## src/rtl/list_walk_if.sv

```systemverilog
// Bus bundle for list_walk_engine: control handshake, result reporting and memory read port.
interface list_walk_if #(
   parameter int unsigned DW = 8,
   parameter int unsigned AW = 8
);
   logic          start;
   logic [AW-1:0] head;
   logic [1:0]    mode;
   logic [AW-1:0] mem_addr;
   logic          mem_rd;
   logic [DW-1:0] mem_data;
   logic          busy;
   logic          done;
   logic [DW-1:0] result;
   logic          ovf;
   logic          err;

   modport master (
      output start, head, mode, mem_data,
      input  mem_addr, mem_rd, busy, done, result, ovf, err
   );

   modport slave (
      input  start, head, mode, mem_data,
      output mem_addr, mem_rd, busy, done, result, ovf, err
   );
endinterface

```

## src/rtl/list_walk_engine.sv

```systemverilog
// Linked-list reduction engine (SUM / COUNT / MAX) with overflow and runaway-list detection.
// Optional macro LIST_SAT_EN: SUM and COUNT saturate at all-ones instead of wrapping.
module list_walk_engine #(
   parameter int unsigned DW        = 8,
   parameter int unsigned AW        = 8,
   parameter int unsigned MAX_NODES = 255
) (
   input logic        clk,
   input logic        rst,
   list_walk_if.slave bus
);
   typedef enum logic [2:0] {S_IDLE, S_FETCH, S_ACC, S_LINK, S_DONE} state_t;
   typedef enum logic [1:0] {M_SUM, M_COUNT, M_MAX, M_RSVD} mode_t;

   state_t        state_q, state_d;
   mode_t         mode_q, mode_d;
   logic [AW-1:0] ptr_q, ptr_d;
   logic [AW-1:0] cnt_q, cnt_d;
   logic [DW-1:0] result_q, result_d;
   logic          ovf_q, ovf_d;
   logic          err_q, err_d;
   logic [DW-1:0] addend;
   logic [DW:0]   acc_sum;
   logic [DW-1:0] acc_val;
   logic [AW-1:0] nxt;

   // COUNT reuses the adder with a constant increment so both share carry/saturation handling
   always_comb begin
      addend  = (mode_q == M_COUNT) ? DW'(1) : bus.mem_data;
      acc_sum = {1'b0, result_q} + {1'b0, addend};
`ifdef LIST_SAT_EN
      acc_val = acc_sum[DW] ? '1 : acc_sum[DW-1:0];
`else
      acc_val = acc_sum[DW-1:0];
`endif
   end

   assign nxt = bus.mem_data[AW-1:0];

   always_comb begin
      state_d      = state_q;
      mode_d       = mode_q;
      ptr_d        = ptr_q;
      cnt_d        = cnt_q;
      result_d     = result_q;
      ovf_d        = ovf_q;
      err_d        = err_q;
      bus.mem_addr = '0;
      bus.mem_rd   = 1'b0;
      case (state_q)
         S_IDLE, S_DONE: begin
            if (bus.start) begin
               mode_d   = mode_t'(bus.mode);
               ptr_d    = bus.head;
               cnt_d    = '0;
               result_d = '0;
               ovf_d    = 1'b0;
               err_d    = 1'b0;
               state_d  = (bus.head == '0) ? S_DONE : S_FETCH;
            end
         end
         S_FETCH: begin
            bus.mem_addr = ptr_q;
            bus.mem_rd   = 1'b1;
            state_d      = S_ACC;
         end
         S_ACC: begin
            if (mode_q == M_MAX) begin
               if (bus.mem_data > result_q) result_d = bus.mem_data;
            end else begin
               result_d = acc_val;
               ovf_d    = ovf_q | acc_sum[DW];
            end
            cnt_d        = cnt_q + AW'(1);
            bus.mem_addr = ptr_q + AW'(1);
            bus.mem_rd   = 1'b1;
            state_d      = S_LINK;
         end
         S_LINK: begin
            if (nxt == '0) begin
               state_d = S_DONE;
            end else if (cnt_q == AW'(MAX_NODES)) begin
               err_d   = 1'b1;
               state_d = S_DONE;
            end else begin
               // value read of the next node overlaps the link decision
               ptr_d        = nxt;
               bus.mem_addr = nxt;
               bus.mem_rd   = 1'b1;
               state_d      = S_ACC;
            end
         end
         default: state_d = S_IDLE;
      endcase
   end

   always_ff @(posedge clk) begin
      if (rst) begin
         state_q  <= S_IDLE;
         mode_q   <= M_SUM;
         ptr_q    <= '0;
         cnt_q    <= '0;
         result_q <= '0;
         ovf_q    <= 1'b0;
         err_q    <= 1'b0;
      end else begin
         state_q  <= state_d;
         mode_q   <= mode_d;
         ptr_q    <= ptr_d;
         cnt_q    <= cnt_d;
         result_q <= result_d;
         ovf_q    <= ovf_d;
         err_q    <= err_d;
      end
   end

   assign bus.busy   = (state_q == S_FETCH) || (state_q == S_ACC) || (state_q == S_LINK);
   assign bus.done   = (state_q == S_DONE);
   assign bus.result = result_q;
   assign bus.ovf    = ovf_q;
   assign bus.err    = err_q;
endmodule
```

## src/flat_wrapper.sv

```systemverilog
// flat-port wrapper written by rule: the top's interface ports become plain ports
module list_walk_engine_flat 
#(
   parameter int unsigned DW        = 8,
   parameter int unsigned AW        = 8,
   parameter int unsigned MAX_NODES = 255
)
  (clk, rst, bus_start, bus_head, bus_mode, bus_mem_data, bus_mem_addr, bus_mem_rd, bus_busy, bus_done, bus_result, bus_ovf, bus_err);
  list_walk_if #(.DW(DW), .AW(AW)) bus_i ();
  input logic clk;
  input logic rst;
  input wire logic [$bits(bus_i.start)-1:0] bus_start;
  input wire logic [$bits(bus_i.head)-1:0] bus_head;
  input wire logic [$bits(bus_i.mode)-1:0] bus_mode;
  input wire logic [$bits(bus_i.mem_data)-1:0] bus_mem_data;
  output wire logic [$bits(bus_i.mem_addr)-1:0] bus_mem_addr;
  output wire logic [$bits(bus_i.mem_rd)-1:0] bus_mem_rd;
  output wire logic [$bits(bus_i.busy)-1:0] bus_busy;
  output wire logic [$bits(bus_i.done)-1:0] bus_done;
  output wire logic [$bits(bus_i.result)-1:0] bus_result;
  output wire logic [$bits(bus_i.ovf)-1:0] bus_ovf;
  output wire logic [$bits(bus_i.err)-1:0] bus_err;
  assign bus_i.start = bus_start;
  assign bus_i.head = bus_head;
  assign bus_i.mode = bus_mode;
  assign bus_i.mem_data = bus_mem_data;
  assign bus_mem_addr = bus_i.mem_addr;
  assign bus_mem_rd = bus_i.mem_rd;
  assign bus_busy = bus_i.busy;
  assign bus_done = bus_i.done;
  assign bus_result = bus_i.result;
  assign bus_ovf = bus_i.ovf;
  assign bus_err = bus_i.err;
  list_walk_engine #(.DW(DW), .AW(AW), .MAX_NODES(MAX_NODES)) u_core (.clk(clk), .rst(rst), .bus(bus_i));
endmodule
```

## config.mk

```make
export PLATFORM = sky130hd
export DESIGN_NAME = list_walk_engine_flat
export DESIGN_NICKNAME = d
export VERILOG_FILES = /design/src/rtl/list_walk_if.sv /design/src/rtl/list_walk_engine.sv /design/src/flat_wrapper.sv
export SDC_FILE = /design/constraint.sdc
export NUM_CORES = 1
export LEC_CHECK = 0
export BUFFER_PORTS_ARGS = -buffer_cell sky130_fd_sc_hd__buf_4
export CORE_MARGIN = 2
export CORE_UTILIZATION = 55
export CTS_BUF_LIST = sky130_fd_sc_hd__clkbuf_16
export DETAILED_ROUTE_END_ITERATION = 12
export PLACE_DENSITY = 0.78
export SETUP_SLACK_MARGIN = 0.3
export SYNTH_ARGS = -nofsm -noshare
export SYNTH_HDL_FRONTEND = slang
export SYNTH_SLANG_ARGS = --single-unit
```

## constraint.sdc

```tcl
create_clock -name clk -period 4.8 [get_ports clk]
set_clock_uncertainty 0.15 [all_clocks]
set_input_delay 1.2 -clock clk [delete_from_list [all_inputs] [get_ports clk]]
set_output_delay 1.2 -clock clk [all_outputs]
set_load 0.005 [all_outputs]
```

==> metrics.md <==
| Metric | Value |
|---|---|
| Cell variety after synth | 62 |
| Critical path type | input pin to primary output |
| CP endpoint kind | primary output |
| Routed wire length | ~6500 um |
| Buffers on Ports | just over 40 |
| Compound-Gate Fraction of Synth Area | 0.275 |
| Ys Warns | 0 |
| Comb power frac | 0.260 |
| Rel. slew slack | 0.459 |
| Post-route setup TNS | 0 ps |
| Ys flop type | dfxtp_1 |
| Tot GR Track Use | 0.273 |
| DR iter-0 viols | 165 |
| Number of synthesized flops with an enable pin | 0 |
| Placed Area | between 2000 and 3000 sq um |
| First-pass GRT wire length | roughly 11000 um |
| Synth Area in Simple Gates | 0.287 |
| Die Ht | 70.6 um |
| Post-synthesis mux area share | 0.00873 |
| Setup slack after layout | roughly 740 ps |
| Synth Area in Adders | 0.101 |
| WP data arrival | ~2700 ps |
| NetSw | 0.251 mW |
| Synth area leader | dfxtp_1 |
| Synth top area share | 0.255 |
| Final setup fails | 0 |
| # IOs | 42 |
| Clock Root Buffer | clkbuf_16 |
| Core ar. | approximately 4300 sq um |
| Vias in the first global route | around 2300 |
| Synth Instances | 305 |
| # Post-CTS Setup Buffers | 0 |
| # DRC | 0 |
| Setup slack, reg-to-reg | between 2000 and 2500 ps |
| Async SR Flop Fraction | 0 |
| Vias | 2523 |
| Final instance area | between 2000 and 3000 sq um |
| CTS tree | yes |
| Slew @ Worst Pin | slightly above 800 ps |
| DP Worst Slack | 718 ps |
| Worst hold-check path type | flop to flop |
| Die width | 70.6 um |
| Grt total ovfl | 0 |
| Worst hold margin | around 330 ps |
| Startpoint Class | input pin |
| CTS Buf Count | 5 |
| Post-synthesis sequential area ratio | 0.255 |
| Leakage Power | between 1 and 1.5 nW |
| Pwr/cell area | ~280 nW/um^2 |
| Clock Latency Late Sink | ~280 ps |
| FF+latch count, synth | 31 |
| Std-Cell Rows | 24 |
| Clk buf depth | 2 |
| Die ar. | ~5000 sq um |
| Final min period | just over 4000 ps |
| Clock share of power | 0.371 |
| Ant diodes | 0 |
| Worst Path Required | 3450 ps |
| Initial antenna violation count | 0 |
| Area added between synthesis and finish | 19.4% |
| Fin crit share | 0.847 |
| Seq pwr share | 0.369 |
| Drt first pass iters | 5 |
| Sw Ratio | 0.314 |
| DR vias/cell | about 6.4 |
| Drt wl/cell | between 15 and 20 um |
| CTS H-tree depth | 2 |
| Status | finished clean |
| Final Net Count | just under 400 |
| Max_cap viols | 0 |
| Reg clk slew, reported paths | 50 ps |
| Clk sinks | 31 |
| Fmax | about 0.25 GHz |
| CTS resizes | 0 |
| Fin. max-slew vios | 0 |
| RSZ-0062 raised after global routing | false |
| Share of layout cells above drive strength 1 | 0.217 |
| Post-Synth XOR/XNOR Area | 0.0180 |
| Internal power | around 0.55 mW |
| GP Congestion | about 0.95 |
| DP Wirelength | 4780 um |
| Syn nets | 345 |
| Mean post-synth cell area | approximately 8 sq um |
| Netlist Area Pre-Place | between 2000 and 2500 sq um |
| Initial Util | 0.564 |
| # hold bufs at CTS | 0 |
| Ranking of synthesized cells by area | dfxtp_1 (25%), ha_1 (9.2%), nor2_1 (5.9%) |
| Largest net degree at the start of global routing | 33 |
| Maximum vdd ir drop | roughly 0.21 mV |
| Crit-path max FO | 8 |
| Largest family of logic cells by synthesized area | simple AND/OR/NAND/NOR gates |
| Final hold violations | 0 |
| Routed Antenna Nets | 0 |
-- cell usage after synthesis, drive strengths merged (3+ instances only) --
cell type / n
nand3: 15
o221ai: 5
xnor2: 3
nand2: 24
nor3b: 3
buf: 6
clkbuf: 4
a211o: 3
a221o: 4
o211ai: 8
a41oi: 6
inv: 22
nand4: 5
and3: 7
nor4: 9
a21oi: 25
nor3: 5
a211oi: 10
and2: 7
a31oi: 3
nor2: 42
ha: 18
dfxtp: 31
o21ai: 9
-- cell type report --
type,instances,area (sq um)
clock inverter,2,8.76
fill,390,1410
clock buffer,5,125
multi-input combinational,242,1690
inverter,22,82.6
tap,52,65.1
sequential,31,621
timing repair buffer,43,323
-- critical path: stages --
cell	delay [ps]
buf_4	140
or4_4	550
nor2_4	180
nor3_2	110
a222oi_1	310
inv_1	80
buf_4	140
-- per-layer routing --
layer	global-route usage	wire [um]
met4	0.0818	91
met5	0	0
met2	0.452	3040
met3	0.0527	438
met1	0.363	2900
-- layout by cell type (no fill, tap or decap), types with 3 or more instances in the layout --
master and instances:
clkbuf_16 5, a31oi_1 3, o221ai_1 4, xnor2_1 3, o211ai_1 7, inv_1 22, o21ai_0 9, a221o_1 4
and2_1 7, nand4_1 5, dfxtp_1 31, nand3_1 15, a41oi_1 6, a211o_1 3, nand2_1 22, buf_4 43
ha_1 18, a21oi_1 25, a211oi_2 8, nor4_1 9, nor3_1 3, nor2_1 38, and3_1 7
-- cells by family after synthesis --
logic type,count (synthesis)
AND/OR/NAND/NOR,130
adder cells (fa/ha/maj),19
buffers and inverters,32
multiplexers,2
XOR/XNOR,5
flip-flops,31
AO/OA/AOI/OAI,86
-- metrics by stage --
stage / total power [mW] / instances / utilization
4_1_cts: 0.799 / 397 / 0.673
6_report: 0.802 / 397 / 0.673
2_1_floorplan: 0.435 / 305 / -
3_3_place_gp: 0.502 / 390 / 0.642
3_5_place_dp: 0.505 / 390 / 0.642
5_1_grt: 0.836 / 397 / 0.673
-- registers in the layout, indices dropped and copies added, names as in the netlist --
register	count
u_core.ptr_q	8
u_core.bus.result	8
u_core.cnt_q	8
u_core.state_q	3
u_core.mode_q	2
u_core.bus.err	1
u_core.bus.ovf	1
-- power by group through the flow --
stage	registers, mW	logic, mW	clock network (mW)
after global routing	0.299	0.231	0.306
final	0.296	0.209	0.297
after floorplan	0.294	0.142	0
after global placement	0.300	0.202	0
after CTS	0.295	0.207	0.298
after detailed placement	0.300	0.205	0
-- final timing paths --
check	startpoint	depth (start not counted)	endpoint
min reg2reg	u_core.mode_q[1]$_SDFFE_PP0P_	2	u_core.mode_q[1]$_SDFFE_PP0P_
max reg2reg	u_core.mode_q[1]$_SDFFE_PP0P_	9	u_core.bus.result[6]$_SDFFE_PP0P_
min	u_core.mode_q[1]$_SDFFE_PP0P_	2	u_core.mode_q[1]$_SDFFE_PP0P_
max	bus_mem_data[3]	7	bus_mem_addr[1]
Note: power is estimated with default switching activity, not from simulation.
